--- config.mk ---
export PLATFORM = sky130hd
export DESIGN_NAME = multicycle_ctrl
export DESIGN_NICKNAME = d
export VERILOG_FILES = /design/src/rtl/ctrl_pkg.sv /design/src/rtl/multicycle_ctrl_op_classifier.sv /design/src/rtl/multicycle_ctrl.sv
export SDC_FILE = /design/constraint.sdc
export NUM_CORES = 1
export LEC_CHECK = 0
export CORE_AREA = 2 2 75 77
export CTS_BUF_LIST = sky130_fd_sc_hd__clkbuf_2
export DETAILED_ROUTE_END_ITERATION = 10
export DIE_AREA = 0 0 77 79
export GPL_TIMING_DRIVEN = 1
export PLACE_DENSITY = 0.82
export SLEW_MARGIN = 20
export SYNTH_ARGS = -nofsm -noshare
export SYNTH_HDL_FRONTEND = slang
export SYNTH_SLANG_ARGS = --single-unit
--- constraint.sdc ---
create_clock -name clk -period 2.4 [get_ports clk]
set_input_delay 0.36 -clock clk [delete_from_list [all_inputs] [get_ports clk]]
set_output_delay 0.36 -clock clk [all_outputs]
set_load 0.02 [all_outputs]
--- src/rtl/ctrl_pkg.sv ---
// Shared types and constants for the multi-cycle sequencer.
// Contents: FSM state enum, op_vec bit indices (OP_ADD=31 .. OP_GEQ=0),
// op-class group masks, wb_sel encodings and the op-class enum.
package ctrl_pkg;

  typedef enum logic [2:0] {
    S_IDLE,
    S_FETCH,
    S_DECODE,
    S_EXEC,
    S_MEM,
    S_WB,
    S_HALT
  } state_t;

  typedef enum logic [2:0] {
    CLS_ALU,
    CLS_SPOP,
    CLS_PCOP,
    CLS_BR,
    CLS_LD,
    CLS_ST
  } op_class_t;

  localparam int unsigned OP_ADD    = 31;
  localparam int unsigned OP_AND    = 30;
  localparam int unsigned OP_OR     = 29;
  localparam int unsigned OP_XOR    = 28;
  localparam int unsigned OP_SUB    = 27;
  localparam int unsigned OP_NAND   = 26;
  localparam int unsigned OP_NOR    = 25;
  localparam int unsigned OP_XNOR   = 24;
  localparam int unsigned OP_LU     = 23;
  localparam int unsigned OP_LL     = 22;
  localparam int unsigned OP_ADDI   = 21;
  localparam int unsigned OP_SHIFT  = 20;
  localparam int unsigned OP_RETURN = 19;
  localparam int unsigned OP_JUMP   = 18;
  localparam int unsigned OP_STRSP  = 17;
  localparam int unsigned OP_RTVSP  = 16;
  localparam int unsigned OP_STR    = 15;
  localparam int unsigned OP_RTV    = 14;
  localparam int unsigned OP_READ   = 13;
  localparam int unsigned OP_WRITE  = 12;
  localparam int unsigned OP_GETSP  = 11;
  localparam int unsigned OP_CHGSP  = 10;
  localparam int unsigned OP_SETSP  = 9;
  localparam int unsigned OP_GETPC  = 8;
  localparam int unsigned OP_CHGPC  = 7;
  localparam int unsigned OP_SETPC  = 6;
  localparam int unsigned OP_CHGSPI = 5;
  localparam int unsigned OP_CHGPCI = 4;
  localparam int unsigned OP_EQ     = 3;
  localparam int unsigned OP_LT     = 2;
  localparam int unsigned OP_NEQ    = 1;
  localparam int unsigned OP_GEQ    = 0;

  // Group masks over the 32-bit one-hot vector; together they cover every bit once.
  localparam logic [31:0] MASK_ALU  = 32'hFFF0_0000;  // ADD..SHIFT
  localparam logic [31:0] MASK_PCOP = 32'h000C_01D0;  // RETURN JUMP GETPC CHGPC SETPC CHGPCI
  localparam logic [31:0] MASK_SPOP = 32'h0000_0E20;  // GETSP CHGSP SETSP CHGSPI
  localparam logic [31:0] MASK_ST   = 32'h0002_9000;  // STRSP STR WRITE
  localparam logic [31:0] MASK_LD   = 32'h0001_6000;  // RTVSP RTV READ
  localparam logic [31:0] MASK_BR   = 32'h0000_000F;  // EQ LT NEQ GEQ

  localparam logic [1:0] WB_ALU = 2'b00;
  localparam logic [1:0] WB_MEM = 2'b01;
  localparam logic [1:0] WB_SP  = 2'b10;
  localparam logic [1:0] WB_PC  = 2'b11;

endpackage

--- src/rtl/multicycle_ctrl_op_classifier.sv ---
// op_classifier: combinational op-class decode of the one-hot opcode vector.
// Ports:
//   op_vec    in  [OPW-1:0]  decoder one-hot opcode vector
//   op_class  out op_class_t ALU/SPOP/PCOP/BR/LD/ST (meaningful only when onehot_ok)
//   onehot_ok out            exactly one bit of op_vec is set
module op_classifier
  import ctrl_pkg::*;
#(
  parameter int unsigned OPW = 32
) (
  input  logic [OPW-1:0] op_vec,
  output op_class_t      op_class,
  output logic           onehot_ok
);

  always_comb begin
    op_class = CLS_ALU;
    if      (|(op_vec & OPW'(MASK_ALU)))  op_class = CLS_ALU;
    else if (|(op_vec & OPW'(MASK_SPOP))) op_class = CLS_SPOP;
    else if (|(op_vec & OPW'(MASK_PCOP))) op_class = CLS_PCOP;
    else if (|(op_vec & OPW'(MASK_BR)))   op_class = CLS_BR;
    else if (|(op_vec & OPW'(MASK_LD)))   op_class = CLS_LD;
    else if (|(op_vec & OPW'(MASK_ST)))   op_class = CLS_ST;
  end

  // Nonzero with no second bit set.
  assign onehot_ok = (op_vec != '0) && ((op_vec & (op_vec - OPW'(1))) == '0);

endmodule

--- src/rtl/multicycle_ctrl.sv ---
// multicycle_ctrl: FETCH/DECODE/EXEC/MEM/WB sequencer for the 16-bit Unicycle datapath.
// Optional macro CTRL_PERF_CNT_EN adds perf_retired/perf_stall counters.
// Ports:
//   clk, reset (sync, active-high)
//   op_vec [OPW-1:0] one-hot opcode, cond branch result, mem_ack memory done
//   mem_req/mem_we/addr_sel memory request, ir_load/pc_inc/pc_load IR and PC strobes,
//   reg_we/wb_sel[1:0]/sp_we register-file and SP writes,
//   illegal sticky fault flag, retired one-cycle pulse per completed instruction
//   perf_retired[31:0], perf_stall[31:0] (CTRL_PERF_CNT_EN only)
module multicycle_ctrl #(
  parameter int unsigned OPW      = 32,
  parameter int unsigned WAIT_MAX = 255
) (
  input  logic           clk,
  input  logic           reset,
  input  logic [OPW-1:0] op_vec,
  input  logic           cond,
  input  logic           mem_ack,
  output logic           mem_req,
  output logic           mem_we,
  output logic           addr_sel,
  output logic           ir_load,
  output logic           pc_inc,
  output logic           pc_load,
  output logic           reg_we,
  output logic [1:0]     wb_sel,
  output logic           sp_we,
  output logic           illegal,
  output logic           retired
`ifdef CTRL_PERF_CNT_EN
  ,
  output logic [31:0]    perf_retired,
  output logic [31:0]    perf_stall
`endif
);
  import ctrl_pkg::*;

  state_t    state, nxt;
  op_class_t cls;
  logic      onehot_ok;
  logic      st_q;
  logic      illegal_q;
  logic      set_illegal;
  logic      timeout;
  logic [31:0] wait_cnt;

  op_classifier #(.OPW(OPW)) u_cls (
    .op_vec    (op_vec),
    .op_class  (cls),
    .onehot_ok (onehot_ok)
  );

  // True on the wait cycle that brings the count up to WAIT_MAX.
  assign timeout = (WAIT_MAX != 0) && (wait_cnt == WAIT_MAX - 32'd1);
  assign illegal = illegal_q;

  always_comb begin
    nxt         = state;
    set_illegal = 1'b0;
    mem_req     = 1'b0;
    mem_we      = 1'b0;
    addr_sel    = 1'b0;
    ir_load     = 1'b0;
    pc_inc      = 1'b0;
    pc_load     = 1'b0;
    reg_we      = 1'b0;
    wb_sel      = WB_ALU;
    sp_we       = 1'b0;
    retired     = 1'b0;
    case (state)
      S_IDLE: nxt = S_FETCH;
      S_FETCH: begin
        mem_req = 1'b1;
        if (mem_ack) begin
          ir_load = 1'b1;
          pc_inc  = 1'b1;
          nxt     = S_DECODE;
        end else if (timeout) begin
          set_illegal = 1'b1;
          nxt         = S_HALT;
        end
      end
      S_DECODE: begin
        if (onehot_ok) begin
          nxt = S_EXEC;
        end else begin
          set_illegal = 1'b1;
          nxt         = S_HALT;
        end
      end
      S_EXEC: begin
        retired = 1'b1;
        nxt     = S_FETCH;
        case (cls)
          CLS_ALU: reg_we = 1'b1;
          CLS_SPOP: begin
            if (op_vec[OP_GETSP]) begin
              reg_we = 1'b1;
              wb_sel = WB_SP;
            end else begin
              sp_we = 1'b1;
            end
          end
          CLS_PCOP: begin
            if (op_vec[OP_GETPC]) begin
              reg_we = 1'b1;
              wb_sel = WB_PC;
            end else begin
              pc_load = 1'b1;
              sp_we   = op_vec[OP_RETURN];
            end
          end
          CLS_BR: pc_load = cond;
          default: begin
            retired = 1'b0;
            nxt     = S_MEM;
          end
        endcase
      end
      S_MEM: begin
        mem_req  = 1'b1;
        addr_sel = 1'b1;
        mem_we   = st_q;
        if (mem_ack) begin
          retired = st_q;
          nxt     = st_q ? S_FETCH : S_WB;
        end else if (timeout) begin
          set_illegal = 1'b1;
          nxt         = S_HALT;
        end
      end
      S_WB: begin
        reg_we  = 1'b1;
        wb_sel  = WB_MEM;
        retired = 1'b1;
        nxt     = S_FETCH;
      end
      S_HALT: nxt = S_HALT;
      default: nxt = S_IDLE;
    endcase
  end

  always_ff @(posedge clk) begin
    if (reset) begin
      state     <= S_IDLE;
      st_q      <= 1'b0;
      illegal_q <= 1'b0;
      wait_cnt  <= '0;
    end else begin
      state <= nxt;
      if (set_illegal) illegal_q <= 1'b1;
      // Store/load is latched in EXEC so mem_we stays stable through MEM.
      if (state == S_EXEC) st_q <= (cls == CLS_ST);
      if (mem_req && !mem_ack && !timeout) wait_cnt <= wait_cnt + 32'd1;
      else                                 wait_cnt <= '0;
    end
  end

`ifdef CTRL_PERF_CNT_EN
  always_ff @(posedge clk) begin
    if (reset) begin
      perf_retired <= '0;
      perf_stall   <= '0;
    end else begin
      if (retired)             perf_retired <= perf_retired + 32'd1;
      if (mem_req && !mem_ack) perf_stall   <= perf_stall + 32'd1;
    end
  end
`endif

endmodule

==> metrics.txt <==
clock period minus final worst setup slack=2.430 ns; Final Cell Area=3742 um^2; DRT antenna net count=0; Setup crit start kind=input port; combinational fraction of design power=26.4%; Num CTS Buffers=5; switching share of total power=29.56%; die area=6083 um^2; Cell Area, Placed=3411 um^2; Initial Util=45.73%; Max Cap Violations=0; Ant. Diodes=0; Hold WC Path Type=register to register; number of synthesized flops with an enable pin=0; aggregate global routing overflow=0; Final GP Congestion=0.9368; Worst EP arrival=2.71 ns; dpl hpwl=5442 um; Die H=79 um; capturing point of the worst reg2reg path=wait_cnt[10]; power per cell area=321.5 nW/um^2; largest net degree at the start of global routing=33; setup violators final=4; Leak=0.001409 uW; area leader, netlist=dfxtp_1; Top-Level Pins=48; Max Used Layer=met4; Hold Path Cell Cnt=1; Slew @ Worst Pin=0.4901 ns; fin cells=507; Avg Cell Area, Syn=7.824 um^2; #FFs+latches synth=37; endpoints failing hold=0; critical path required time=2.68 ns; fraction of registers with async set/reset=0%; Crit Reg-Reg Startpoint=wait_cnt[8]; Relative slew margins=67.02%; fmax=411.5 MHz; core area=5338 um^2; Root Buffer Master=clkbuf_2; post-DR vias/cell=5.722; commonest non-fill, non-tap cell in the layout=buf_4; IO buf count=47; vias in the first global route=2772; GRT Overall Usage=25.02%; Psw=355.6 uW; Synth cell types=52; Sequential Power Share=52.7%; setup TNS=-0.06344 ns; Area growth, synth to finish=53.31%; Seq/Total Area, Yosys=30.34%; CTS tree=done; largest cells by area after synthesis=dfxtp_1, nor2_1, xor2_1; met3 WL=533 um; drt drc=0; CTS sink count=37; outcome=complete, but fails checks; Inst Count DP=482; post-synthesis cell area=2441 um^2; routed vias=2901; setup slack after layout=-0.03041 ns; Initial DRT Pass Iterations=5; RSZ-0062 raised after global routing=yes; Power Internal=847.4 uW; syn nets=350; Top FF cell, synth=dfxtp_1; Rows=27; ratio of cells with drive above 1 in the final layout=34.48%; clock share of power=20.9%; met2 WL=3892 um; hold_buf cts=0; CTS HTree Levels=2; DRT Wirelength=7947 um; Slew Limit Fails=0; VDD IR max=0.3583 mV; hold path startpoint=wait_cnt[0]; Pwr Total=1203 uW; critical path type=input port to register; worst skew pair latency=0.38 ns; Post-Syn Instances=312; drt wl/cell=15.67 um; Worst Clk Skew=0.02293 ns; failing checks=setup timing; path depth of the worst reg2reg path=6; worst hold endpoint=wait_cnt[0]; crit-path max FO=4; Iter 0 DRT Violations=226; Yosys top cell area share=30.34%; reg2reg setup slack=0.23 ns; initial antenna violation count=0; chip width=77 um; critical path capture point type=register; routed length on met1=3202 um; filler instances=401; Setup Slack @ Placement=-0.8294 ns; nets@finish=473; final worst path period share=101.3%; commonest cells after routing, fill and taps aside=buf_4, nor2_1, dfxtp_1, nand3_1; Clk pin slew, worst setup/hold paths=0.17 ns; first-pass GRT wire length=12400 um; Max clock buf depth=2; Warnings, synthesis=0
per-stage QoR:
step / utilization [%] / hold slack [ns]
after floorplan: - / 0.4258
after global placement: 63.90 / 0.4384
after detailed placement: 63.90 / 0.4472
after CTS: 67.84 / 0.4794
after global routing: 70.11 / 0.4842
final: 70.11 / 0.4801
layout make-up:
| cell class | instances | area [um^2] | area share (%) |
|---|---|---|---|
| Tap cell | 72 | 90.09 | 2.407 |
| Sequential cell | 37 | 743.2 | 19.86 |
| Clock buffer | 6 | 30.03 | 0.8024 |
| Timing Repair Buffer | 128 | 1036 | 27.68 |
| Multi-Input combinational cell | 258 | 1821 | 48.65 |
| Clock inverter | 1 | 3.754 | 0.1003 |
| Inverter | 5 | 18.77 | 0.5015 |
kinds of logic after synthesis:
group,after synthesis,synth area share (%)
compound gates,48,15.17
xor+xnor,30,10.76
fa+ha+maj,3,1.435
buf+inv,17,3.383
flops,37,30.34
simple gates,177,38.90
cell usage after synthesis (7+ instances only):
library cell	number
nand4_1	9
clkbuf_1	9
dfxtp_1	37
nand2_1	19
o21ai_0	7
nor4_1	13
nand3_1	24
a21oi_1	11
nor3_1	14
nor2_1	52
xor2_1	19
xnor2_1	11
worst max-delay path, cell delays in order:
cell,delay [ns]
dlygate4sd2_1,0.28
or3_4,0.38
buf_4,0.16
o41ai_4,0.36
o2111ai_2,0.17
a2111oi_2,0.36
nand4_1,0.21
a2111oi_4,0.30
o22ai_1,0.12
registers in the layout, summed over array words and instances (netlist names):
register / count
illegal: 1
st_q: 1
state: 3
wait_cnt: 32
routing by layer:
layer	track usage, %	vias to the layer above
li1	-	1391
met2	43.25	146
met4	11.25	0
met1	29.74	1328
met5	0	-
met3	5.682	36
worst max-delay path by stage:
stage	from	end	cells after the start
floorplan	op_vec[1]	illegal	9
global placement	op_vec[1]	illegal	9
detailed placement	op_vec[1]	illegal	9
CTS	op_vec[3]	illegal	9
global route	op_vec[27]	retired	9
finish	op_vec[7]	illegal	9
what timing repair did:
item | in CTS | in global routing
gates resized for setup | 116 | 30
pin swaps | 22 | 18
buffers inserted | 11 | 7
setup endpoints to repair | 9 | 13
power by group through the flow:
stage	Clock (uW)	Sequential, uW	Combinational (uW)
floorplan	0	641	110
global placement	0	644	279
detailed placement	0	645	284
CTS	265	632	293
global route	286	635	335
finish	252	634	318
(Power assumes the default switching activity.)
